$ cat src/rtl/matrix_pkg.sv
// Shared constants and types for the matrix multiplier datapath and its UART loader.
package matrix_pkg;

   localparam int unsigned SIZE       = 4;
   localparam int unsigned DATA_WIDTH = 18;
   localparam int unsigned ADDR_WIDTH = 11;

   // SRAM layout: A, B, then the product C, each SIZE*SIZE words, column-major.
   localparam int unsigned A_BASE = 0;
   localparam int unsigned B_BASE = SIZE * SIZE;
   localparam int unsigned C_BASE = 2 * SIZE * SIZE;

   localparam logic [7:0] ASCII_NUL      = 8'h00;
   localparam logic [7:0] ASCII_TAB      = 8'h09;
   localparam logic [7:0] ASCII_LF       = 8'h0A;
   localparam logic [7:0] ASCII_CR       = 8'h0D;
   localparam logic [7:0] ASCII_SPACE    = 8'h20;
   localparam logic [7:0] ASCII_COMMA    = 8'h2C;
   localparam logic [7:0] ASCII_LBRACKET = 8'h5B;
   localparam logic [7:0] ASCII_RBRACKET = 8'h5D;
   localparam logic [7:0] ASCII_0        = 8'h30;
   localparam logic [7:0] ASCII_9        = 8'h39;
   localparam logic [7:0] ASCII_UA       = 8'h41;
   localparam logic [7:0] ASCII_UF       = 8'h46;
   localparam logic [7:0] ASCII_LA       = 8'h61;
   localparam logic [7:0] ASCII_LF_CHAR  = 8'h66;

   typedef enum logic [2:0] {
      S_IDLE,
      S_RECV,
      S_WRITE,
      S_DONE,
      S_ERR
   } loader_state_e;

   // Classification of one received character.
   typedef struct packed {
      logic       is_digit;
      logic       is_sep;
      logic [3:0] nibble;
   } hex_char_t;

endpackage

$ cat src/rtl/matrix_uart_loader_hex_char_decode.sv
// Combinational ASCII classifier: hex digit (with its value), separator, or neither.
module hex_char_decode
   import matrix_pkg::*;
(
   input  logic [7:0] rx_byte_i,
   output hex_char_t  dec_c
);

   // Classify the byte and extract the nibble for hex digits.
   always_comb begin
      dec_c = '0;
      if (rx_byte_i >= ASCII_0 && rx_byte_i <= ASCII_9) begin
         dec_c.is_digit = 1'b1;
         dec_c.nibble   = 4'(rx_byte_i - ASCII_0);
      end else if (rx_byte_i >= ASCII_UA && rx_byte_i <= ASCII_UF) begin
         dec_c.is_digit = 1'b1;
         dec_c.nibble   = 4'(rx_byte_i - ASCII_UA + 8'd10);
      end else if (rx_byte_i >= ASCII_LA && rx_byte_i <= ASCII_LF_CHAR) begin
         dec_c.is_digit = 1'b1;
         dec_c.nibble   = 4'(rx_byte_i - ASCII_LA + 8'd10);
      end else begin
         case (rx_byte_i)
            ASCII_SPACE, ASCII_TAB, ASCII_COMMA, ASCII_CR,
            ASCII_LF, ASCII_LBRACKET, ASCII_RBRACKET: dec_c.is_sep = 1'b1;
            default: dec_c.is_sep = 1'b0;
         endcase
      end
   end

endmodule

$ cat src/rtl/matrix_uart_loader.sv
// UART hex-text loader: parses separated hex numbers and writes them column-major
// into the shared SRAM (A at base 0, B at SIZE*SIZE).
// Optional build macro: LOADER_ECHO_EN enables echoing of accepted bytes.
module matrix_uart_loader
   import matrix_pkg::*;
#(
   parameter  int unsigned SIZE       = matrix_pkg::SIZE,
   parameter  int unsigned NUM_MATS   = 2,
   parameter  int unsigned DATA_WIDTH = matrix_pkg::DATA_WIDTH,
   parameter  int unsigned ADDR_WIDTH = matrix_pkg::ADDR_WIDTH,
   parameter  int unsigned MAX_DIGITS = 5,
   localparam int unsigned CW         = $clog2(SIZE * SIZE * NUM_MATS) + 1
) (
   input  logic                  clk,
   input  logic                  reset_n,
   input  logic                  start,
   input  logic                  rx_valid,
   input  logic [7:0]            rx_byte,
   output logic                  sram_we,
   output logic [ADDR_WIDTH-1:0] sram_addr,
   output logic [DATA_WIDTH-1:0] sram_data,
   output logic                  busy,
   output logic                  done,
   output logic                  error,
   output logic [CW-1:0]         elem_count,
   output logic                  echo_valid,
   output logic [7:0]            echo_byte,
   input  logic                  tx_busy
);

   localparam int unsigned MAT_ELEMS = SIZE * SIZE;
   localparam int unsigned TOTAL     = MAT_ELEMS * NUM_MATS;
   localparam int unsigned NDW       = $clog2(MAX_DIGITS + 1);

   loader_state_e         state_q, state_d;
   logic [DATA_WIDTH-1:0] acc_q, acc_d;
   logic [NDW-1:0]        ndig_q, ndig_d;
   logic [CW-1:0]         elem_count_q, elem_count_d;
   logic                  sram_we_q, sram_we_d;
   logic [ADDR_WIDTH-1:0] sram_addr_q, sram_addr_d;
   logic [DATA_WIDTH-1:0] sram_data_q, sram_data_d;
   logic                  busy_q, busy_d;
   logic                  done_q, done_d;
   logic                  error_q, error_d;
   hex_char_t             dec;

   hex_char_decode u_decode (
      .rx_byte_i (rx_byte),
      .dec_c     (dec)
   );

   // Text arrives row-major; storage is column-major within each matrix.
   function automatic logic [ADDR_WIDTH-1:0] col_major_addr(input logic [CW-1:0] e);
      int unsigned ei, mat, row, col;
      ei  = 32'(e);
      mat = ei / MAT_ELEMS;
      row = (ei / SIZE) % SIZE;
      col = ei % SIZE;
      return ADDR_WIDTH'(mat * MAT_ELEMS + row + col * SIZE);
   endfunction

   // State and output registers.
   always_ff @(posedge clk) begin
      if (!reset_n) begin
         state_q      <= S_IDLE;
         acc_q        <= '0;
         ndig_q       <= '0;
         elem_count_q <= '0;
         sram_we_q    <= 1'b0;
         sram_addr_q  <= '0;
         sram_data_q  <= '0;
         busy_q       <= 1'b0;
         done_q       <= 1'b0;
         error_q      <= 1'b0;
      end else begin
         state_q      <= state_d;
         acc_q        <= acc_d;
         ndig_q       <= ndig_d;
         elem_count_q <= elem_count_d;
         sram_we_q    <= sram_we_d;
         sram_addr_q  <= sram_addr_d;
         sram_data_q  <= sram_data_d;
         busy_q       <= busy_d;
         done_q       <= done_d;
         error_q      <= error_d;
      end
   end

   // Next-state logic; the write strobe is set on entry to S_WRITE so it is high exactly then.
   always_comb begin
      state_d      = state_q;
      acc_d        = acc_q;
      ndig_d       = ndig_q;
      elem_count_d = elem_count_q;
      sram_we_d    = 1'b0;
      sram_addr_d  = sram_addr_q;
      sram_data_d  = sram_data_q;
      done_d       = done_q;
      error_d      = error_q;

      if (start) begin
         state_d      = S_RECV;
         acc_d        = '0;
         ndig_d       = '0;
         elem_count_d = '0;
         done_d       = 1'b0;
         error_d      = 1'b0;
      end else begin
         case (state_q)
            S_RECV: begin
               if (rx_valid) begin
                  if (dec.is_digit) begin
                     if (ndig_q == NDW'(MAX_DIGITS)) begin
                        state_d = S_ERR;
                        error_d = 1'b1;
                     end else begin
                        acc_d  = {acc_q[DATA_WIDTH-5:0], dec.nibble};
                        ndig_d = ndig_q + NDW'(1);
                     end
                  end else if (dec.is_sep) begin
                     if (ndig_q != '0) begin
                        state_d     = S_WRITE;
                        sram_we_d   = 1'b1;
                        sram_addr_d = col_major_addr(elem_count_q);
                        sram_data_d = acc_q;
                     end
                  end else begin
                     state_d = S_ERR;
                     error_d = 1'b1;
                  end
               end
            end
            S_WRITE: begin
               acc_d        = '0;
               ndig_d       = '0;
               elem_count_d = elem_count_q + CW'(1);
               if (elem_count_q + CW'(1) == CW'(TOTAL)) begin
                  state_d = S_DONE;
                  done_d  = 1'b1;
               end else begin
                  state_d = S_RECV;
               end
            end
            default: ;
         endcase
      end

      busy_d = (state_d == S_RECV) || (state_d == S_WRITE);
   end

   assign sram_we    = sram_we_q;
   assign sram_addr  = sram_addr_q;
   assign sram_data  = sram_data_q;
   assign busy       = busy_q;
   assign done       = done_q;
   assign error      = error_q;
   assign elem_count = elem_count_q;

`ifdef LOADER_ECHO_EN
   logic       echo_valid_q, echo_valid_d;
   logic [7:0] echo_byte_q, echo_byte_d;

   // Echo registers; tx_busy is sampled with the byte, a busy UART drops the echo.
   always_ff @(posedge clk) begin
      if (!reset_n) begin
         echo_valid_q <= 1'b0;
         echo_byte_q  <= '0;
      end else begin
         echo_valid_q <= echo_valid_d;
         echo_byte_q  <= echo_byte_d;
      end
   end

   // Capture every byte accepted while receiving.
   always_comb begin
      echo_valid_d = 1'b0;
      echo_byte_d  = echo_byte_q;
      if (!start && rx_valid && state_q == S_RECV) begin
         echo_byte_d  = rx_byte;
         echo_valid_d = !tx_busy;
      end
   end

   assign echo_valid = echo_valid_q;
   assign echo_byte  = echo_byte_q;
`else
   logic unused_tx_busy;

   assign unused_tx_busy = tx_busy;
   assign echo_valid     = 1'b0;
   assign echo_byte      = 8'h00;
`endif

endmodule

$ cat config.mk
export PLATFORM = sky130hd
export DESIGN_NAME = matrix_uart_loader
export DESIGN_NICKNAME = d
export VERILOG_FILES = /design/src/rtl/matrix_pkg.sv /design/src/rtl/matrix_uart_loader_hex_char_decode.sv /design/src/rtl/matrix_uart_loader.sv
export SDC_FILE = /design/constraint.sdc
export NUM_CORES = 1
export LEC_CHECK = 0
export BUFFER_PORTS_ARGS = -buffer_cell sky130_fd_sc_hd__buf_2
export CORE_MARGIN = 10
export CORE_UTILIZATION = 40
export CTS_CLUSTER_SIZE = 28
export DETAILED_ROUTE_END_ITERATION = 6
export REMOVE_ABC_BUFFERS = 1
export SYNTH_ARGS = -nofsm -noshare
export SYNTH_HDL_FRONTEND = slang
export SYNTH_HIERARCHICAL = 1
export SYNTH_SLANG_ARGS = --single-unit
export TNS_END_PERCENT = 50
$ cat constraint.sdc
create_clock -name clk -period 3.2 [get_ports clk]
set_input_delay 0.64 -clock clk [delete_from_list [all_inputs] [get_ports clk]]
set_output_delay 0.64 -clock clk [all_outputs]
set_load 0.01 [all_outputs]
==> summary.txt, run 1 <==
Min path
  – Min-Delay Endpoint: error
  – Hold Crit Depth: 2
  – HP Start: error
  – Worst Hold Class: flop to flop

Die
  – Initial Util: 41.3%
  – Total core area: 6830 um2
  – Boundary pin count: 61
  – Width of the die: 104 um
  – Die H: 104 um
  – Die area: 10800 um2
  – Row count: 30

Job
  – MaxCap Viol Count: 0

Synthesis
  – Post-synth top area share: 41.2%
  – Avg Inst Size Synth: 8.39 um2
  – Largest area contributor in the synthesized netlist: dfxtp_1
  – Ys async rst share: 0%
  – Ys Warns: 6
  – Synthesis-stage register bit count: 58
  – Synth area leaders: dfxtp_1, nand2_1, a21boi_1
  – Mapped Area: 2820 um2
  – Prevailing post-synth register cell: dfxtp_1
  – Register area share after synthesis: 41.2%
  – Syn Inst Count: 336
  – Most frequent cell after synthesis: nand2_1
  – EDFF count, synth: 0
  – Synth cell types: 55
  – Synth cell count leaders: nand2_1, dfxtp_1, a21oi_1

Clocking
  – Hold_buf cts: 0
  – TritonCTS buffer count: 9
  – Reg clk slew, reported paths: 0.06 ns
  – Clk_lat worst skew: 0.33 ns
  – Post-CTS setup buffer count: 0
  – Cts repair resizes: 0
  – Root Buffer: clkbuf_8
  – CTS tree: built
  – Clock buffer depth: 2
  – CTS Sinks: 58
  – H-tree depth: 3

Power and ir drop
  – LEAKAGE: 1.29 nW
  – PwrDens: 441 nW/um2
  – Max VDD drop: 0.365 mV

Outcome
  – Status: finished, final reports clean

Global routing
  – First-pass GRT wire length: 10600 um
  – GRT Total Usage: 11.4%
  – Largest net degree at the start of global routing: 31
  – Vias in the first global route: 2289
  – Initial antenna violation count: 0
  – Grt met3 use: 5.45%
  – GR met1 Demand/Resource: 12.8%
  – Residual overflow from global routing: 0
  – Met2 Usage GRT: 18.7%
  – Busiest grt layer: met2

Worst setup path
  – Startpoint class of the critical path: primary input
  – CP Data Required Time: 3.45 ns
  – Worst R2R Start: state_q[1]
  – Cell chain of the critical path: buf_2 > inv_1 > ha_1 > nand2b_4 > a2111oi_4 > o221a_1 > or2b_2 > nor3b_4 > and2b_1 > buf_12 > nand2_1 > a21boi_0
  – CP Max Fanout: 25
  – CP Data Arrival Time: 3.01 ns
  – Reg2reg path depth: 5
  – Worst Setup Path Type: primary input to flop
  – Worst R2R End: busy
  – Crit. End Element: flop
  – Buf/Inv on CP: 3
  – Slowest cell on the critical path: or2b_2
  – Delay-heaviest family, CP: simple AND/OR/NAND/NOR gates
  – Setup slack, reg-to-reg: 1.41 ns
  – Slowest stage delay, CP: 0.35 ns

Drt
  – DR pass1 iterations: 4
  – Starting DRT DRC Count: 94
  – Via/cell ratio: 4.80
  – Post-route ant nets: 0
  – # DRC: 0
  – Post-Route WL: 6130 um
  – Routed len/inst: 12.8 um
  – Via count: 2301

Finish
  – Fillers: 736
  – Syn-to-layout area delta: 15.5%
  – Ant. Diodes: 0
  – Share of cells above drive strength 1: 21.4%
  – Post-layout nets: 402
  – Final non-filler cell area: 3260 um2

STA
  – Worst Skew: 0.00787 ns
  – Hold Fails Final Rpt: 0
  – Minimum clock period: 2.75 ns
  – Setup TNS: 0 ns
  – RSZ-0062 raised after global routing: no
  – Least-Margin Pin Slew: 0.619 ns
  – Slew margin rel.: 58.6%
  – Final setup viols: 0
  – Slew Limit Fails: 0
  – Peak Freq: 363 MHz
  – Tcrit/Tclk final: 86.1%

Placed design
  – Post-DP HPWL: 4270 um
  – Buffers added on ports: 45
  – Post-DP Area: 3080 um2
  – Placer Congestion: 0.843
## registers in the layout, summed over array words and instances, names as in the netlist
name	flops
sram_addr	6
elem_count	6
done	1
ndig_q	3
busy	1
sram_data	18
error	1
sram_we	1
state_q	3
acc_q	18
## stage by stage
step | worst slack (ns) | hold WS [ns] | utilization [%] | total power [mW] | instances
after floorplan | 0.314 | 0.431 | - | 0.810 | 316
after global placement | 0.147 | 0.434 | 45.1 | 0.847 | 465
after detailed placement | 0.101 | 0.436 | 45.1 | 0.849 | 465
after CTS | 0.442 | 0.446 | 47.7 | 1.45 | 479
after global routing | 0.278 | 0.472 | 47.7 | 1.50 | 479
final | 0.445 | 0.440 | 47.7 | 1.44 | 479
## layout by cell type, fill, tap and decap left out, types with 6 or more instances in the layout
master and n:
nand2_1 79, dfxtp_1 58, buf_2 45, a21oi_1 25
nand3_1 23, a21boi_1 19, conb_1 14, nor2_1 12
clkbuf_8 12, inv_1 9, ha_1 9, buf_4 7
xor2_1 6
## worst reg2reg max path: cells and delay by family (launching register included)
| kind | cells | cell delay [ns] |
|---|---|---|
| AOI/OAI and AO/OA | 3 | 0.54 |
| and+or+nand+nor | 2 | 0.71 |
| DFF | 1 | 0.43 |
## metal layers
layer / wire (um) / vias to the layer above
met4: 36 / 0
met1: 2790 / 1058
li1: - / 1189
met5: 0 / -
met3: 412 / 4
met2: 2900 / 50
## report_power, final
group	internal, mW	switching (mW)
Clock	0.334	0.268
Combinational	0.0394	0.0635
Sequential	0.726	0.00434
Total	1.10	0.336
## cell type report
type                    instances  area, um2  area share [%]
clock buffers                  12        165            5.07
clock inverters                 2       12.5           0.384
repair buffers                 53        298            9.14
well taps                      96        120            3.69
multi-input cells             249       1470            45.0
flip-flops and latches         58       1160            35.7
inverters                       9       33.8            1.04
## cells by family after synthesis
kind of cell / after synthesis / synth area share (%)
AOI/OAI and AO/OA: 72 / 18.1
and+or+nand+nor: 145 / 25.3
xor gates and xnor gates: 9 / 2.80
buffers and inverters: 42 / 8.52
DFF: 58 / 41.2
adders and majority gates: 9 / 3.99
other: 1 / 0.133
## worst max path at each step
stage | from | endpoint | slack (ns) | cells past startpoint
after floorplan | rx_byte[0] | sram_data[0] | 0.31 | 10
after global placement | rx_byte[0] | sram_data[2] | 0.15 | 12
after detailed placement | rx_byte[0] | sram_data[1] | 0.10 | 12
after CTS | rx_byte[0] | sram_data[0] | 0.44 | 12
after global routing | rx_byte[1] | sram_data[4] | 0.28 | 12
final | rx_byte[0] | sram_data[0] | 0.45 | 12
Note: power is estimated with default switching activity, not from simulation.
==> run 2, diff against run 1 <==
--- a/config.mk
+++ b/config.mk
@@ -10,6 +10,7 @@
 export CORE_UTILIZATION = 40
 export CTS_CLUSTER_SIZE = 28
 export DETAILED_ROUTE_END_ITERATION = 6
+export PLACE_DENSITY_LB_ADDON = 0.08
 export REMOVE_ABC_BUFFERS = 1
 export SYNTH_ARGS = -nofsm -noshare
 export SYNTH_HDL_FRONTEND = slang
==> summary.txt, run 2 (same netlist as run 1, synthesis figures left out) <==
Outcome
  – Status: finished, final reports clean

STA
  – Setup TNS: 0 ns
  – Tcrit/Tclk final: 84.2%
  – Final setup viols: 0
  – Hold Fails Final Rpt: 0
  – Peak Freq: 371 MHz
  – Slew margin rel.: 55.5%
  – Worst Skew: 0.00889 ns
  – Worst Hold Margin: 0.443 ns
  – Minimum clock period: 2.69 ns
  – Slew Limit Fails: 0
  – Final worst slack: 0.505 ns
  – Least-Margin Pin Slew: 0.665 ns
  – RSZ-0062 raised after global routing: no

Min path
  – Worst Hold Class: flop to flop

Power and ir drop
  – LEAKAGE: 1.29 nW
  – PwrDens: 439 nW/um2
  – Max VDD drop: 0.270 mV
  – Pwr Total: 1.43 mW

Global routing
  – Grt met3 use: 5.20%
  – Largest net degree at the start of global routing: 31
  – First-pass GRT wire length: 10600 um
  – Busiest grt layer: met2
  – Residual overflow from global routing: 0
  – Vias in the first global route: 2358
  – Initial antenna violation count: 0
  – Met2 Usage GRT: 19.1%
  – GR met1 Demand/Resource: 12.8%
  – GRT Total Usage: 11.5%

Clocking
  – Clock buffer depth: 2
  – H-tree depth: 3
  – Clk_lat worst skew: 0.33 ns
  – Post-CTS setup buffer count: 0
  – CTS tree: built
  – Cts repair resizes: 0
  – Root Buffer: clkbuf_8
  – Hold_buf cts: 0
  – CTS Sinks: 58
  – Reg clk slew, reported paths: 0.07 ns
  – TritonCTS buffer count: 9

Drt
  – Post-route ant nets: 0
  – Via/cell ratio: 4.72
  – Post-Route WL: 6190 um
  – DR pass1 iterations: 5
  – Via count: 2270
  – Starting DRT DRC Count: 110
  – # DRC: 0
  – Routed len/inst: 12.9 um

Placed design
  – Placed Instances: 465
  – Buffers added on ports: 45
  – Post-DP HPWL: 4290 um
  – Placer Congestion: 0.731
  – Setup slack at placement: 0.157 ns
  – Post-DP Area: 3080 um2

Finish
  – Most frequent cells in the layout: nand2_1, dfxtp_1, buf_2
  – Post-layout nets: 402
  – Final non-filler cell area: 3260 um2
  – Share of cells above drive strength 1: 21.8%
  – Ant. Diodes: 0
  – Most common cell after layout, fill and taps aside: nand2_1
  – Finished Layout Cells: 481
  – Final Util: 47.7%
  – Syn-to-layout area delta: 15.6%

Worst setup path
  – Worst Setup Path Type: primary input to flop
  – Startpoint class of the critical path: primary input
  – Crit. End Element: flop
  – CP Data Arrival Time: 2.96 ns
  – CP Data Required Time: 3.46 ns
  – CP Max Fanout: 25

Die
  – Total core area: 6830 um2
  – Die area: 10800 um2
  – Row count: 30
  – Width of the die: 104 um
  – Boundary pin count: 61
  – Initial Util: 41.3%
  – Die H: 104 um

Job
  – MaxCap Viol Count: 0
## run 2: worst max-delay path, stage by stage
cell       delay [ns]
buf_2            0.12
inv_1            0.10
ha_1             0.28
nand2b_4         0.08
a2111oi_4        0.33
o221a_1          0.24
or2b_2           0.35
nor3b_4          0.23
and2b_1          0.20
buf_12           0.18
nand2_1          0.07
a21boi_0         0.14
## run 2: layout make-up
class | instances | area (um2)
inverters | 9 | 33.8
fillers | 740 | 3570
repair buffers | 53 | 298
flip-flops and latches | 58 | 1160
clock inverters | 6 | 41.3
clock buffers | 10 | 138
multi-input cells | 249 | 1470
well taps | 96 | 120
## run 2: where the power goes
part           leakage, nW  switching, mW  total [mW]  internal, mW
Sequential           0.468        0.00413       0.730         0.726
Combinational        0.733         0.0634       0.103        0.0394
Clock               0.0847          0.297       0.598         0.301
## run 2: metal layers
layer	up-vias	part of all wire (%)	wire [um]
met4	0	1.1	69
met2	46	46	2870
met1	1027	45	2800
li1	1185	-	-
met5	-	0	0
met3	12	7.3	451
## run 2: final timing paths
path / startpoint / to / slack (ns) / depth (start not counted)
max: rx_byte[0] / sram_data[2] / 0.51 / 12
min: error / error / 0.44 / 2
max reg2reg: state_q[1] / busy / 1.39 / 5
min reg2reg: error / error / 0.44 / 2
